[src/rtl/mem_access_unit_pkg.sv]
// Shared encodings for the load/store sequencer: access sizes, FSM states, lane mask width.
// No logic and no latency of its own.
// No backpressure; holds only types, constants and a helper function.
package mem_access_unit_pkg;

    localparam int LANE_MASK_W = 8;

    localparam logic [1:0] SIZE_BYTE    = 2'b00;
    localparam logic [1:0] SIZE_HALF    = 2'b01;
    localparam logic [1:0] SIZE_WORD    = 2'b10;
    localparam logic [1:0] SIZE_ILLEGAL = 2'b11;

    typedef enum logic [1:0] {
        ST_IDLE = 2'b00,
        ST_ACC0 = 2'b01,
        ST_ACC1 = 2'b10
    } state_t;

    // True when the byte offset is not a multiple of the access size.
    function automatic logic is_misaligned(input logic [1:0] size, input logic [1:0] off);
        case (size)
            SIZE_HALF: return off[0];
            SIZE_WORD: return off != 2'b00;
            default:   return 1'b0;
        endcase
    endfunction

endpackage

[src/rtl/mem_access_unit_if.sv]
// Request/response and RAM-side signal bundle for the load/store sequencer.
// Carries no state; timing is set by the unit behind the slave modport.
// req_valid/req_ready handshake; the RAM side has no backpressure.
interface mem_access_unit_if #(
    parameter int ADDR_W = 32,
    parameter int DATA_W = 32
);
    logic              req_valid;
    logic              req_ready;
    logic              req_we;
    logic [1:0]        req_size;
    logic              req_unsigned;
    logic [ADDR_W-1:0] req_addr;
    logic [DATA_W-1:0] req_wdata;

    logic              resp_valid;
    logic [DATA_W-1:0] resp_rdata;
    logic              resp_err;

    logic              ram_we;
    logic [3:0]        ram_sel;
    logic [ADDR_W-1:0] ram_addr;
    logic [DATA_W-1:0] ram_wdata;
    logic [DATA_W-1:0] ram_rdata;

    // Pipeline and RAM side together: issue requests, supply read data.
    modport master (
        output req_valid, req_we, req_size, req_unsigned, req_addr, req_wdata, ram_rdata,
        input  req_ready, resp_valid, resp_rdata, resp_err,
        input  ram_we, ram_sel, ram_addr, ram_wdata
    );

    // The sequencer itself.
    modport slave (
        input  req_valid, req_we, req_size, req_unsigned, req_addr, req_wdata, ram_rdata,
        output req_ready, resp_valid, resp_rdata, resp_err,
        output ram_we, ram_sel, ram_addr, ram_wdata
    );
endinterface

[src/rtl/mem_access_unit_lane_align.sv]
// Byte-lane math: store mask/shift over a two-word window, load merge/shift/extend.
// Purely combinational, zero latency.
// No backpressure; the caller decides when outputs are used.
module mem_access_unit_lane_align
    import mem_access_unit_pkg::*;
(
    input  logic [1:0]             size,
    input  logic [1:0]             offset,
    input  logic                   is_unsigned,
    input  logic [31:0]            st_data,
    input  logic [31:0]            ld_lo,
    input  logic [23:0]            ld_hi,
    output logic [LANE_MASK_W-1:0] lane_mask,
    output logic [63:0]            st_lanes,
    output logic                   span,
    output logic [31:0]            ld_data
);
    logic [LANE_MASK_W-1:0] base_mask;
    logic [31:0]            ld_word;

    // Lane mask and shifted store data over word0 (low half) and word1 (high half).
    always_comb begin
        case (size)
            SIZE_BYTE: base_mask = 8'h01;
            SIZE_HALF: base_mask = 8'h03;
            SIZE_WORD: base_mask = 8'h0f;
            default:   base_mask = 8'h00;
        endcase
        lane_mask = base_mask << offset;
        span      = |lane_mask[7:4];
        st_lanes  = {32'h0, st_data} << {offset, 3'b000};
    end

    // Right-justify the addressed bytes out of {hi,lo}; hi byte 3 can never be addressed.
    always_comb begin
        case (offset)
            2'd0:    ld_word = ld_lo;
            2'd1:    ld_word = {ld_hi[7:0],  ld_lo[31:8]};
            2'd2:    ld_word = {ld_hi[15:0], ld_lo[31:16]};
            default: ld_word = {ld_hi[23:0], ld_lo[31:24]};
        endcase
        case (size)
            SIZE_BYTE: ld_data = is_unsigned ? {24'h0, ld_word[7:0]}
                                             : {{24{ld_word[7]}}, ld_word[7:0]};
            SIZE_HALF: ld_data = is_unsigned ? {16'h0, ld_word[15:0]}
                                             : {{16{ld_word[15]}}, ld_word[15:0]};
            SIZE_WORD: ld_data = ld_word;
            default:   ld_data = 32'h0;
        endcase
    end
endmodule

[src/rtl/mem_access_unit.sv]
// Load/store sequencer to the byte-lane RAM; splits word-straddling accesses (or rejects them when MISALIGN_TRAP_EN is defined).
// Response 2 cycles after accept, 3 when split, 1 for rejected requests.
// req_ready only in IDLE; the response cycle is IDLE, so back-to-back requests issue without a bubble.
module mem_access_unit
    import mem_access_unit_pkg::*;
#(
    parameter int ADDR_W = 32,
    parameter int DATA_W = 32
) (
    input  logic               clk,
    input  logic               rst,
    mem_access_unit_if.slave   bus
);
    state_t            state_q, state_d;
    logic              we_q, we_d;
    logic [1:0]        size_q, size_d;
    logic              uns_q, uns_d;
    logic [ADDR_W-1:0] addr_q, addr_d;
    logic [DATA_W-1:0] wdata_q, wdata_d;
    logic [DATA_W-1:0] lo_q, lo_d;

    logic              req_ready_q, req_ready_d;
    logic              resp_valid_q, resp_valid_d;
    logic [DATA_W-1:0] resp_rdata_q, resp_rdata_d;
    logic              resp_err_q, resp_err_d;
    logic              ram_we_q, ram_we_d;
    logic [3:0]        ram_sel_q, ram_sel_d;
    logic [ADDR_W-1:0] ram_addr_q, ram_addr_d;
    logic [DATA_W-1:0] ram_wdata_q, ram_wdata_d;

    logic                   idle;
    logic                   reject;
    logic [1:0]             al_size;
    logic [1:0]             al_off;
    logic [DATA_W-1:0]      al_wdata;
    logic [DATA_W-1:0]      ld_lo;
    logic [23:0]            ld_hi;
    logic [LANE_MASK_W-1:0] lane_mask;
    logic [63:0]            st_lanes;
    logic                   span;
    logic [DATA_W-1:0]      ld_data;

    // In IDLE the lane math runs on the incoming request, otherwise on the held one;
    // the current RAM read data is folded in directly so no extra cycle is spent.
    always_comb begin
        idle     = (state_q == ST_IDLE);
        al_size  = idle ? bus.req_size         : size_q;
        al_off   = idle ? bus.req_addr[1:0]    : addr_q[1:0];
        al_wdata = idle ? bus.req_wdata        : wdata_q;
        ld_lo    = (state_q == ST_ACC0) ? bus.ram_rdata : lo_q;
        ld_hi    = (state_q == ST_ACC1) ? bus.ram_rdata[23:0] : 24'h0;
`ifdef MISALIGN_TRAP_EN
        reject   = (bus.req_size == SIZE_ILLEGAL) ||
                   is_misaligned(bus.req_size, bus.req_addr[1:0]);
`else
        reject   = (bus.req_size == SIZE_ILLEGAL);
`endif
    end

    mem_access_unit_lane_align u_lane_align (
        .size        (al_size),
        .offset      (al_off),
        .is_unsigned (uns_q),
        .st_data     (al_wdata),
        .ld_lo       (ld_lo),
        .ld_hi       (ld_hi),
        .lane_mask   (lane_mask),
        .st_lanes    (st_lanes),
        .span        (span),
        .ld_data     (ld_data)
    );

    // Next-state and next-output logic for the IDLE -> ACC0 [-> ACC1] -> IDLE sequence.
    always_comb begin
        state_d      = state_q;
        we_d         = we_q;
        size_d       = size_q;
        uns_d        = uns_q;
        addr_d       = addr_q;
        wdata_d      = wdata_q;
        lo_d         = lo_q;
        req_ready_d  = req_ready_q;
        resp_valid_d = 1'b0;
        resp_rdata_d = '0;
        resp_err_d   = 1'b0;
        ram_we_d     = 1'b0;
        ram_sel_d    = 4'h0;
        ram_addr_d   = ram_addr_q;
        ram_wdata_d  = ram_wdata_q;
        case (state_q)
            ST_IDLE: begin
                if (bus.req_valid && req_ready_q) begin
                    we_d    = bus.req_we;
                    size_d  = bus.req_size;
                    uns_d   = bus.req_unsigned;
                    addr_d  = bus.req_addr;
                    wdata_d = bus.req_wdata;
                    if (reject) begin
                        resp_valid_d = 1'b1;
                        resp_err_d   = 1'b1;
                    end else begin
                        state_d     = ST_ACC0;
                        req_ready_d = 1'b0;
                        ram_we_d    = bus.req_we;
                        ram_sel_d   = lane_mask[3:0];
                        ram_addr_d  = {bus.req_addr[ADDR_W-1:2], 2'b00};
                        ram_wdata_d = st_lanes[31:0];
                    end
                end
            end
            ST_ACC0: begin
                if (!we_q) begin
                    lo_d = bus.ram_rdata;
                end
                if (span) begin
                    state_d     = ST_ACC1;
                    ram_we_d    = we_q;
                    ram_sel_d   = lane_mask[7:4];
                    ram_addr_d  = {addr_q[ADDR_W-1:2], 2'b00} + ADDR_W'(4);
                    ram_wdata_d = st_lanes[63:32];
                end else begin
                    state_d      = ST_IDLE;
                    req_ready_d  = 1'b1;
                    resp_valid_d = 1'b1;
                    resp_rdata_d = we_q ? '0 : ld_data;
                end
            end
            ST_ACC1: begin
                state_d      = ST_IDLE;
                req_ready_d  = 1'b1;
                resp_valid_d = 1'b1;
                resp_rdata_d = we_q ? '0 : ld_data;
            end
            default: begin
                state_d     = ST_IDLE;
                req_ready_d = 1'b1;
            end
        endcase
    end

    // State, held request and registered outputs; reset abandons any access in flight.
    always_ff @(posedge clk) begin
        if (rst) begin
            state_q      <= ST_IDLE;
            we_q         <= 1'b0;
            size_q       <= SIZE_BYTE;
            uns_q        <= 1'b0;
            addr_q       <= '0;
            wdata_q      <= '0;
            lo_q         <= '0;
            req_ready_q  <= 1'b1;
            resp_valid_q <= 1'b0;
            resp_rdata_q <= '0;
            resp_err_q   <= 1'b0;
            ram_we_q     <= 1'b0;
            ram_sel_q    <= 4'h0;
            ram_addr_q   <= '0;
            ram_wdata_q  <= '0;
        end else begin
            state_q      <= state_d;
            we_q         <= we_d;
            size_q       <= size_d;
            uns_q        <= uns_d;
            addr_q       <= addr_d;
            wdata_q      <= wdata_d;
            lo_q         <= lo_d;
            req_ready_q  <= req_ready_d;
            resp_valid_q <= resp_valid_d;
            resp_rdata_q <= resp_rdata_d;
            resp_err_q   <= resp_err_d;
            ram_we_q     <= ram_we_d;
            ram_sel_q    <= ram_sel_d;
            ram_addr_q   <= ram_addr_d;
            ram_wdata_q  <= ram_wdata_d;
        end
    end

    // Reset masks the strobes at once so a write in progress when reset arrives never lands.
    assign bus.req_ready  = req_ready_q;
    assign bus.resp_valid = resp_valid_q;
    assign bus.resp_rdata = resp_rdata_q;
    assign bus.resp_err   = resp_err_q;
    assign bus.ram_we     = ram_we_q & ~rst;
    assign bus.ram_sel    = ram_sel_q & {4{~rst}};
    assign bus.ram_addr   = ram_addr_q;
    assign bus.ram_wdata  = ram_wdata_q;
endmodule
[src/flat_wrapper.sv]
// flat-port wrapper written by rule: the top's interface ports become plain ports
module mem_access_unit_flat import mem_access_unit_pkg::*;
#(
    parameter int ADDR_W = 32,
    parameter int DATA_W = 32
)
  (clk, rst, bus_req_valid, bus_req_we, bus_req_size, bus_req_unsigned, bus_req_addr, bus_req_wdata, bus_ram_rdata, bus_req_ready, bus_resp_valid, bus_resp_rdata, bus_resp_err, bus_ram_we, bus_ram_sel, bus_ram_addr, bus_ram_wdata);
  mem_access_unit_if #(.ADDR_W(ADDR_W), .DATA_W(DATA_W)) bus_i ();
  input  logic clk;
  input  logic rst;
  input wire logic [$bits(bus_i.req_valid)-1:0] bus_req_valid;
  input wire logic [$bits(bus_i.req_we)-1:0] bus_req_we;
  input wire logic [$bits(bus_i.req_size)-1:0] bus_req_size;
  input wire logic [$bits(bus_i.req_unsigned)-1:0] bus_req_unsigned;
  input wire logic [$bits(bus_i.req_addr)-1:0] bus_req_addr;
  input wire logic [$bits(bus_i.req_wdata)-1:0] bus_req_wdata;
  input wire logic [$bits(bus_i.ram_rdata)-1:0] bus_ram_rdata;
  output wire logic [$bits(bus_i.req_ready)-1:0] bus_req_ready;
  output wire logic [$bits(bus_i.resp_valid)-1:0] bus_resp_valid;
  output wire logic [$bits(bus_i.resp_rdata)-1:0] bus_resp_rdata;
  output wire logic [$bits(bus_i.resp_err)-1:0] bus_resp_err;
  output wire logic [$bits(bus_i.ram_we)-1:0] bus_ram_we;
  output wire logic [$bits(bus_i.ram_sel)-1:0] bus_ram_sel;
  output wire logic [$bits(bus_i.ram_addr)-1:0] bus_ram_addr;
  output wire logic [$bits(bus_i.ram_wdata)-1:0] bus_ram_wdata;
  assign bus_i.req_valid = bus_req_valid;
  assign bus_i.req_we = bus_req_we;
  assign bus_i.req_size = bus_req_size;
  assign bus_i.req_unsigned = bus_req_unsigned;
  assign bus_i.req_addr = bus_req_addr;
  assign bus_i.req_wdata = bus_req_wdata;
  assign bus_i.ram_rdata = bus_ram_rdata;
  assign bus_req_ready = bus_i.req_ready;
  assign bus_resp_valid = bus_i.resp_valid;
  assign bus_resp_rdata = bus_i.resp_rdata;
  assign bus_resp_err = bus_i.resp_err;
  assign bus_ram_we = bus_i.ram_we;
  assign bus_ram_sel = bus_i.ram_sel;
  assign bus_ram_addr = bus_i.ram_addr;
  assign bus_ram_wdata = bus_i.ram_wdata;
  mem_access_unit #(.ADDR_W(ADDR_W), .DATA_W(DATA_W)) u_core (.clk(clk), .rst(rst), .bus(bus_i));
endmodule
[config.mk]
export PLATFORM = sky130hd
export DESIGN_NAME = mem_access_unit_flat
export DESIGN_NICKNAME = d
export VERILOG_FILES = /design/src/rtl/mem_access_unit_pkg.sv /design/src/rtl/mem_access_unit_if.sv /design/src/rtl/mem_access_unit_lane_align.sv /design/src/rtl/mem_access_unit.sv /design/src/flat_wrapper.sv
export SDC_FILE = /design/constraint.sdc
export NUM_CORES = 1
export LEC_CHECK = 0
export CAP_MARGIN = 15
export CORE_ASPECT_RATIO = 0.7
export CORE_MARGIN = 3
export CORE_UTILIZATION = 55
export CTS_CLUSTER_SIZE = 14
export DETAILED_ROUTE_END_ITERATION = 10
export DONT_BUFFER_PORTS = 1
export GPL_TIMING_DRIVEN = 1
export PLACE_DENSITY_LB_ADDON = 0.2
export SETUP_SLACK_MARGIN = 0.2
export SLEW_MARGIN = 20
export SYNTH_ARGS = -nofsm -noshare
export SYNTH_HDL_FRONTEND = slang
export SYNTH_HIERARCHICAL = 1
export SYNTH_SLANG_ARGS = --single-unit
[constraint.sdc]
create_clock -name clk -period 4 [get_ports clk]
set_input_delay 0.8 -clock clk [delete_from_list [all_inputs] [get_ports clk]]
set_output_delay 0.8 -clock clk [all_outputs]
set_load 0.02 [all_outputs]
# Word-level counts from Yosys, hierarchy flattened

Cells that the tools add are included.
W data, S select, Z words.

Add/subtract/negate cells: 1
Equal/unequal tests: 11
Shift-type cells: 2
Mux-type cells: 41
Bitwise gates (word level): 5
Reduce and logical (&&, ||, !) cells: 12

Operators with widths:

| kind                    | number |
|---|---|
| $mux W32                | 12 |
| $pmux W32 S2            | 3 |
| $pmux W32 S3            | 2 |
| $shl A32 B5 Y64         | 1 |
| $add A32 B3 Y32 const B | 1 |
| $mux W24                | 1 |
| $mux W4                 | 3 |
| $pmux W4 S3             | 1 |
| $mux W2                 | 5 |
| $mux W1                 | 9 |
| $eq A2 B2 Y1 const B    | 4 |
| $pmux W4 S2             | 1 |
| $shl A4 B2 Y8           | 1 |
| $eq A2 B1 Y1 const B    | 3 |
| $logic_not A2 Y1        | 3 |
| $ne A2 B2 Y1 const B    | 3 |
| $reduce_and A2 Y1       | 3 |
| $and A4 B4 Y4           | 1 |
| $pmux W1 S2             | 2 |
| $pmux W2 S2             | 1 |
| $reduce_and A4 Y1       | 1 |
| $reduce_or A4 Y1        | 1 |
| $not A1 Y1              | 3 |
| $pmux W1 S3             | 1 |
| 6 further kinds         | 6 |

Bits in registers: 206
Input port bits: 103
Logic and storage cells: 87

# Logic depth before layout (Yosys ltp)

Gate-level depths: netlist (run 1).

Depth in word-level cells: 9
Depth in mapped cells: 18
Depth with buffers taken out: 12

# Cells and area by module

Netlist (run 1), hierarchy kept.

By module, submodules not included:

| module                     | instances | cells each | area an instance (µm²) | seq. area each (µm²) |
|---|---|---|---|---|
| mem_access_unit            | 1         | 1,040      | 9,053.7                | 4,083.9 |
| mem_access_unit_lane_align | 1         | 289        | 2,155.8                | 0.0 |

# Least setup slack after synthesis (run 1)

Ideal clock, no wire load.

Kind: register to register
Start: register u_core.state_q[0]
End: register u_core.ram_addr_q[23], in the netlist u_core/bus.ram_addr[23]
Arrival time: 3.640 ns
Setup slack: 0.264 ns
Cell stages (with the launch flop): 18
Buffers on the path: 7
Clock period less this slack: 3.736 ns
Path through: dfxtp_1 inv_1 ha_1 clkbuf_1 clkbuf_1 mux2_2 buf_4 buf_2 buf_2 a21o_1 a21o_1 and2_1 buf_2 a21oi_1 a21o_1 clkbuf_1 nand2_1 a221oi_1

RTL lines:

| item                        | RTL line                         | RTL |
|---|---|---|
| from (decl)                 | mem_access_unit.sv:14            | `state_t state_q, state_d;` |
| from (signal assigned)      | mem_access_unit.sv:160           | `state_q <= state_d;` |
| $logic_not A2 Y1            | mem_access_unit.sv:46            | `idle = (state_q == ST_IDLE);` |
| $mux W2                     | mem_access_unit.sv:48            | `al_off = idle ? bus.req_addr[1:0] : addr_q[1:0];` |
| via u_core.al_off[1]        | mem_access_unit.sv:34            | `logic [1:0] al_off;` |
| $shl A4 B2 Y8               | mem_access_unit_lane_align.sv:29 | `lane_mask = base_mask << offset;` |
| $reduce_or A4 Y1            | mem_access_unit_lane_align.sv:30 | `span = \|lane_mask[7:4];` |
| via u_core.span             | mem_access_unit.sv:40            | `logic span;` |
| $ne A2 B1 Y1 (no line)      | n/a                              |  |
| $reduce_and A4 Y1 (no line) | n/a                              |  |
| to (signal assigned)        | mem_access_unit.sv:173           | `ram_addr_q <= ram_addr_d;` |
| to (decl)                   | mem_access_unit.sv:28            | `logic [ADDR_W-1:0] ram_addr_q, ram_addr_d;` |

The timed path passes the listed nets, and every way through them passes these cells.
A chain may end at the register's enable or synchronous reset.

# Final worst setup path (run 1)

Start: register u_core.state_q[0]
End: register u_core.ram_addr_q[15], in the netlist u_core/bus.ram_addr[15]

Word-level cells in the longest chain between the ends: 8

Ends and longest elaborated chain:

| item                                       | RTL line                         | RTL |
|---|---|---|
| $logic_not A2 Y1 *                         | mem_access_unit.sv:46            |  |
| $mux W2 *                                  | mem_access_unit.sv:47            | `al_size = idle ? bus.req_size : size_q;` |
| via u_core.al_size[0]                      | mem_access_unit.sv:33            | `logic [1:0] al_size;` |
| $eq A2 B2 Y1, or another cell as far along | mem_access_unit_lane_align.sv:23 | `case (size)` |
| $pmux W4 S3 *                              | mem_access_unit_lane_align.sv:23 |  |
| $shl A4 B2 Y8 *                            | mem_access_unit_lane_align.sv:29 |  |
| $reduce_or A4 Y1 *                         | mem_access_unit_lane_align.sv:30 |  |
| via u_core.span                            | mem_access_unit.sv:40            |  |
| $ne A2 B1 Y1 (no line) *                   | n/a                              |  |
| $reduce_and A4 Y1 (no line) *              | n/a                              |  |

Mark *: on every way through the listed nets, which the timed path passes. The rest lies on a longest branch.

==> results of run 1 <==
==> sequential cells by signal, indices dropped and copies added (netlist names) <==
name and count:
u_core/size_q 2, u_core/state_q 2, u_core/bus.req_ready 1, u_core/we_q 1, u_core/uns_q 1, u_core/addr_q 32, u_core/bus.resp_valid 1, u_core/bus.resp_rdata 32
u_core/ram_we_q 1, u_core/wdata_q 32, u_core/lo_q 32, u_core/bus.ram_wdata 32, u_core/bus.ram_addr 30, u_core/ram_sel_q 4, u_core/bus.resp_err 1
==> cell families (layout without fill, tap and decap cells) <==
kind of cell               after synthesis  in the layout
AOI/OAI and AO/OA                      270            270
and+or+nand+nor                        507            507
other                                    2             12
adders and majority gates                9              9
muxes                                  178            178
DFF                                    204            204
xor gates and xnor gates                27             27
buffers and inverters                  132             72
==> metrics by stage <==
stage | hold slack [ps] | cells | total power [W] | setup slack, ps
floorplan | 433.8 | 1338 | 0.003512 | 264.4
global placement | 433.2 | 1509 | 0.003766 | 668.3
finish | 372.7 | 1549 | 0.005741 | 638.5
CTS | 351.7 | 1548 | 0.005757 | 646.8
detailed placement | 440.1 | 1509 | 0.003795 | 596.8
global route | 352.3 | 1549 | 0.006005 | 404.6
==> cell usage in the layout, fill, tap and decap left out, drive strengths merged, types with 21 or more instances in the layout <==
master and n:
a211oi 50, a21oi 138, and2 66, buf 21, clkbuf 34, dfxtp 204
mux2 80, mux2i 82, nand2 248, nand3 31, nor2 81, nor2b 34
==> worst max-delay path by stage <==
stage,from,to,slack (ps),cells past startpoint
6_report,u_core/state_q[0]$_SDFFE_PP0P_,u_core/bus.ram_addr[15]$_SDFFE_PP0P_,640,13
5_1_grt,u_core/state_q[1]$_SDFFE_PP0P_,u_core/bus.ram_wdata[6]$_SDFFE_PP0P_,400,13
4_1_cts,u_core/state_q[1]$_SDFFE_PP0P_,u_core/bus.ram_addr[15]$_SDFFE_PP0P_,650,13
3_5_place_dp,bus_req_size[0],u_core/bus.ram_addr[15]$_SDFFE_PP0P_,600,11
3_3_place_gp,bus_req_size[0],u_core/bus.ram_addr[17]$_SDFFE_PP0P_,670,11
2_1_floorplan,u_core/state_q[0]$_SDFFE_PP0P_,u_core/bus.ram_addr[23]$_SDFFE_PP0P_,260,17
==> metal layers <==
metal  global-route usage (%)  vias to the layer above  wire (um)
li1                         -                     4479          -
met1                    38.02                     4330      13640
met4                    6.417                        0        584
met5                        0                        -          0
met2                    39.64                      362      13130
met3                    8.834                       43       3495
==> worst reg2reg max path, cell delays in order (launching register included) <==
cell and delay, ps:
dfxtp_1 350, inv_1 120, ha_2 210, mux2_2 360
inv_1 90, ha_1 270, a21o_1 190, a21o_1 190
and2_1 170, a21oi_1 360, a21o_1 500, buf_4 250
nand2_1 60, a21oi_1 150
==> power by group <==
group / leakage [nW] / internal [W] / switching [W] / total, W
sequential: 1.67 / 0.00222 / 0.000273 / 0.00249
combinational: 2.46 / 0.000532 / 0.000747 / 0.00128
clock: 0.348 / 0.00116 / 0.000810 / 0.00197
total: 4.48 / 0.00391 / 0.00183 / 0.00574
==> cell type report <==
class,count,share of cell area (%)
antenna,1,0.02090
clock buffer,34,5.653
sequential,204,34.10
timing repair buffer,21,1.525
clock inverter,5,0.2299
inverter,12,0.3761
tap,270,2.821
multi-input combinational,1002,55.27
==> results_dict.tcl, run 1 <==
set metrics [dict create \
    final_hold_viol_count 0 \
    cts_setup_buffers 0 \
    slew_headroom_pct 46.59 \
    cts_tree "done" \
    tightest_slew_ps 801.1 \
    ff2ff_path_depth 13 \
    wl_um 30840 \
    timing.rr.start "u_core/state_q[0]$_SDFFE_PP0P_" \
    yosysMostFrequentCell "nand2_1" \
    maxCapViolCount 0 \
    synth_compound_area_share_pct 15.07 \
    p_leak_nw 4.479 \
    synth_top_family_by_area "simple AND/OR/NAND/NOR gates" \
    vdd_ir_drop_max_v 0.0002809 \
    dieArea_mm2 0.02216 \
    yosysUniqueCellTypes 63 \
    cts.clk_slew.worst_paths_ps 60 \
    syn_area_per_cell_um2 8.435 \
    crit_top_cell "a21o_1" \
    clock_sinks 204 \
    seq_area_frac_synth_pct 36.43 \
    fp-row-count 43 \
    path_buf_inv 3 \
    core_area_mm2 0.01991 \
    vias 9214 \
    grt.total_usage_pct 26.81 \
    clock_latency_ps 500 \
    outcome "finished clean" \
    synth-adder-area-share_pct 1.005 \
    synthXorXnorAreaFrac_pct 2.110 \
    r2r_slack_ps 640 \
    grt_overflow 0 \
    slowest_stage "a21o_1" \
    ys_warn_count 6 \
    nFillCells 1804 \
    synthTopCellsByCount "248 x nand2_1, 204 x dfxtp_1, 137 x a21oi_1" \
    fp.dieH_um 125.4 \
    dp_hpwl_um 21090 \
    cp_top_family "compound AO/OA/AOI/OAI gates" \
    startpoint_type "flip-flop" \
    drc 0 \
    drive_above_1_share_pct 13.93 \
    muxShareOfSynthArea_pct 18.57 \
    wl_per_cell_um 19.91 \
    ios 207 \
    slew_viol_final 0 \
    holdPathEnd "u_core/bus.ram_addr[17]$_SDFFE_PP0P_" \
    path_class "reg2reg" \
    period_needed_ps 3362 \
    start_util_pct 56.31 \
    cts_buffers 22 \
    nNetsFinal 1375 \
    finClkSkew_ps 12.36 \
    whs_path_depth 1 \
    synthTopCellsByArea "dfxtp_1 36%, nand2_1 8.3%, mux2_2 8.0%" \
    place_congestion 0.8587 \
    synth-seq-cells 204 \
    cts_buffer_depth 3 \
    finalSetupTns_ps 0 \
    ctsRootBufferMaster "clkbuf_16" \
    cts_max_level 1 \
    drt-initial-drc-count 960 \
    async_flop_share_pct 0 \
    fin_area_mm2 0.01198 \
    syn_area_mm2 0.01121 \
    synth_edf_count 0 \
    p_per_area_mw_per_mm2 479.4 \
    path_cells "inv_1 > ha_2 > mux2_2 > inv_1 > ha_1 > a21o_1 > a21o_1 > and2_1 > a21oi_1 > a21o_1 > buf_4 > nand2_1 > a21oi_1" \
    ys.flop_type "dfxtp_1" \
    drtAntennaViolNets 0 \
    place_area_mm2 0.01127 \
    dr.pass1.iters 5 \
    end_kind "flip-flop" \
    grt_pass1_wl_um 48550 \
    critical-path-max-stage-delay_ps 500 \
    path_max_fanout 17 \
    worstPathRequired_ps 4430 \
    fp.dieW_um 176.6 \
    min_period_over_period_pct 84.04 \
    finalSetupViolCount 0 \
    areaGrowthSynthToFinish_pct 6.831 \
    antenna_found_initial 1 \
    ctsResizeCount 0 \
    hold_buffers 0 \
    final_core_util_pct 60.16 \
    yosysTopAreaCell "dfxtp_1" \
    max_freq_mhz 297.5 \
    crit_arrival_ps 3790 \
    hold_path_class "in2reg" \
    netlist_instances 1329 \
    viasPerCell 5.948 \
    multi_input_area_mm2 0.006619 \
    synth_simple_gate_area_share_pct 21.50 \
    grt_max_degree 172 \
    regArea_mm2 0.004084 \
    port_buffers 0 \
    grt_pass1_vias 8548 \
    min_from "rst" \
    rsz0062_at_grt "no" \
    synth_top_cell_area_share_pct 36.43 \
    reg2reg_to "u_core/bus.ram_addr[15]$_SDFFE_PP0P_" \
]
(Power assumes the default switching activity.)
==> run 2: changes to the inputs <==
==> constraint.sdc (replaced) <==
create_clock -name clk -period 3.4 [get_ports clk]
set_input_delay 0.68 -clock clk [delete_from_list [all_inputs] [get_ports clk]]
set_output_delay 0.68 -clock clk [all_outputs]
set_load 0.02 [all_outputs]
==> run 2 against run 1 <==
Net effect: clock power is 30% higher; total power is 22% higher; design area is 1.4% higher; flip-flop and latch count stayed put; utilization is 0.82 points higher; non-clock buffer count is 2 higher; critical path type unchanged; largest power group unchanged; highest routed layer unchanged.
==> results_dict.tcl, run 2 (synthesized netlist as in run 1, its figures left out) <==
set metrics [dict create \
    worstPathRequired_ps 3820 \
    fp-row-count 43 \
    ff2ff_path_depth 13 \
    dr.pass1.iters 6 \
    path_class "reg2reg" \
    critical-path-max-stage-delay_ps 370 \
    ctsRootBufferMaster "clkbuf_16" \
    preCtsSetupSlack_ps 228.1 \
    diodes 0 \
    cts_buffer_depth 3 \
    final_cell_mix "247 x nand2_1, 204 x dfxtp_1, 135 x a21oi_1" \
    ios 207 \
    whs_path_depth 1 \
    fin_cells 1549 \
    nNetsFinal 1377 \
    max_freq_mhz 327.8 \
    rsz0062_at_grt "yes" \
    viasPerCell 6.005 \
    slew_viol_final 0 \
    cts_max_level 1 \
    fp.dieH_um 125.4 \
    tightest_slew_ps 812.5 \
    place_congestion 0.8558 \
    p_per_area_mw_per_mm2 578.7 \
    final_common_cell "nand2_1" \
    core_area_mm2 0.01991 \
    final_core_util_pct 60.98 \
    grt_max_degree 172 \
    cts.clk_slew.worst_paths_ps 60 \
    p_leak_nw 4.543 \
    path_max_fanout 14 \
    fp.dieW_um 176.6 \
    cts_buffers 22 \
    crit_arrival_ps 3470 \
    dp_hpwl_um 21290 \
    startpoint_type "flip-flop" \
    finClkSkew_ps 8.819 \
    dieArea_mm2 0.02216 \
    drive_above_1_share_pct 14.54 \
    path_cells "inv_1 > ha_4 > mux2_2 > inv_1 > ha_1 > a21o_1 > a21o_1 > and2_1 > a21oi_2 > a21o_2 > buf_4 > nand2_1 > a21oi_1" \
    final_hold_viol_count 0 \
    vdd_ir_drop_max_v 0.0003510 \
    grt.total_usage_pct 26.98 \
    port_buffers 0 \
    grt_pass1_vias 8494 \
    cts_tree "done" \
    r2r_slack_ps 350 \
    grt_overflow 0 \
    drtAntennaViolNets 0 \
    grt_pass1_wl_um 48620 \
    finalSetupViolCount 0 \
    min_period_over_period_pct 89.72 \
    clock_latency_ps 510 \
    outcome "finished clean" \
    wl_um 31140 \
    period_needed_ps 3050 \
    start_util_pct 56.31 \
    maxCapViolCount 0 \
    drc 0 \
    slew_headroom_pct 45.83 \
    drt-initial-drc-count 1007 \
    hold_path_class "in2reg" \
    vias 9301 \
    clock_sinks 204 \
    areaGrowthSynthToFinish_pct 8.293 \
    antenna_found_initial 0 \
    dp.cells 1509 \
    wl_per_cell_um 20.10 \
    finalSetupTns_ps 0 \
    slowest_stage "mux2_2" \
    nFillCells 1733 \
    worst_slack_ps 349.5 \
    hold_ws_ps 247.5 \
    end_kind "flip-flop" \
]
run 2: changes by cell type in the layout (fill, tap and decap cells not counted), moves of 2 or more:
cell / delta
buf_12: +4
buf_4: -2
bufinv_16: +3
clkinv_2: -3
run 2: path summary, 6_finish.rpt:
| path | from | end |
|---|---|---|
| hold reg to reg | u_core/wdata_q[15]$_SDFFE_PP0P_ | u_core/wdata_q[15]$_SDFFE_PP0P_ |
| hold / removal | rst | u_core/bus.ram_addr[11]$_SDFFE_PP0P_ |
| setup / recovery | u_core/state_q[1]$_SDFFE_PP0P_ | u_core/bus.ram_addr[4]$_SDFFE_PP0P_ |
| setup reg to reg | u_core/state_q[1]$_SDFFE_PP0P_ | u_core/bus.ram_addr[4]$_SDFFE_PP0P_ |
run 2: worst max-delay path, delay by kind of cell (launching register included):
family	cells	cell delay, ps
buffers and inverters	3	450
AOI/OAI and AO/OA	5	1120
adders and majority gates	2	450
muxes	1	370
DFF	1	340
and+or+nand+nor	2	230
run 2: repair_timing:
action | CTS | global route
setup endpoints to repair | 0 | 86
gates resized for setup | 0 | 4
buffers inserted | 0 | 2
hold buffers | 0 | 0
run 2: power by group:
group / switching (W) / leakage (nW) / internal [W] / total [W]
logic: 0.000882 / 2.50 / 0.000654 / 0.00154
registers: 0.000326 / 1.67 / 0.00261 / 0.00293
clock network: 0.000983 / 0.377 / 0.00157 / 0.00256
run 2: per-stage QoR:
| stage | power, W | area (um^2) |
|---|---|---|
| 2_1_floorplan | 0.004146 | 11290 |
| 3_3_place_gp | 0.004443 | 11320 |
| 3_5_place_dp | 0.004481 | 11320 |
| 4_1_cts | 0.007031 | 12090 |
| 5_1_grt | 0.007358 | 12140 |
| 6_report | 0.007025 | 12140 |
run 2: cell type report:
type,count,area (um^2),share of cell area [%]
timing repair buffer,23,247.7,2.041
tap,270,337.8,2.783
clock buffer,32,659.4,5.432
sequential,204,4084,33.64
inverter,12,45.04,0.3711
clock inverter,6,113.9,0.9380
multi-input combinational,1002,6651,54.79
run 2: layer usage:
layer	vias up	part of all wire, %	wire length [um]	track usage [%]
li1	4486	-	-	-
met1	4421	45	13920	39.14
met2	356	43	13410	39.89
met3	38	10	3172	7.863
met4	0	2.0	635	5.863
met5	-	0	0	0
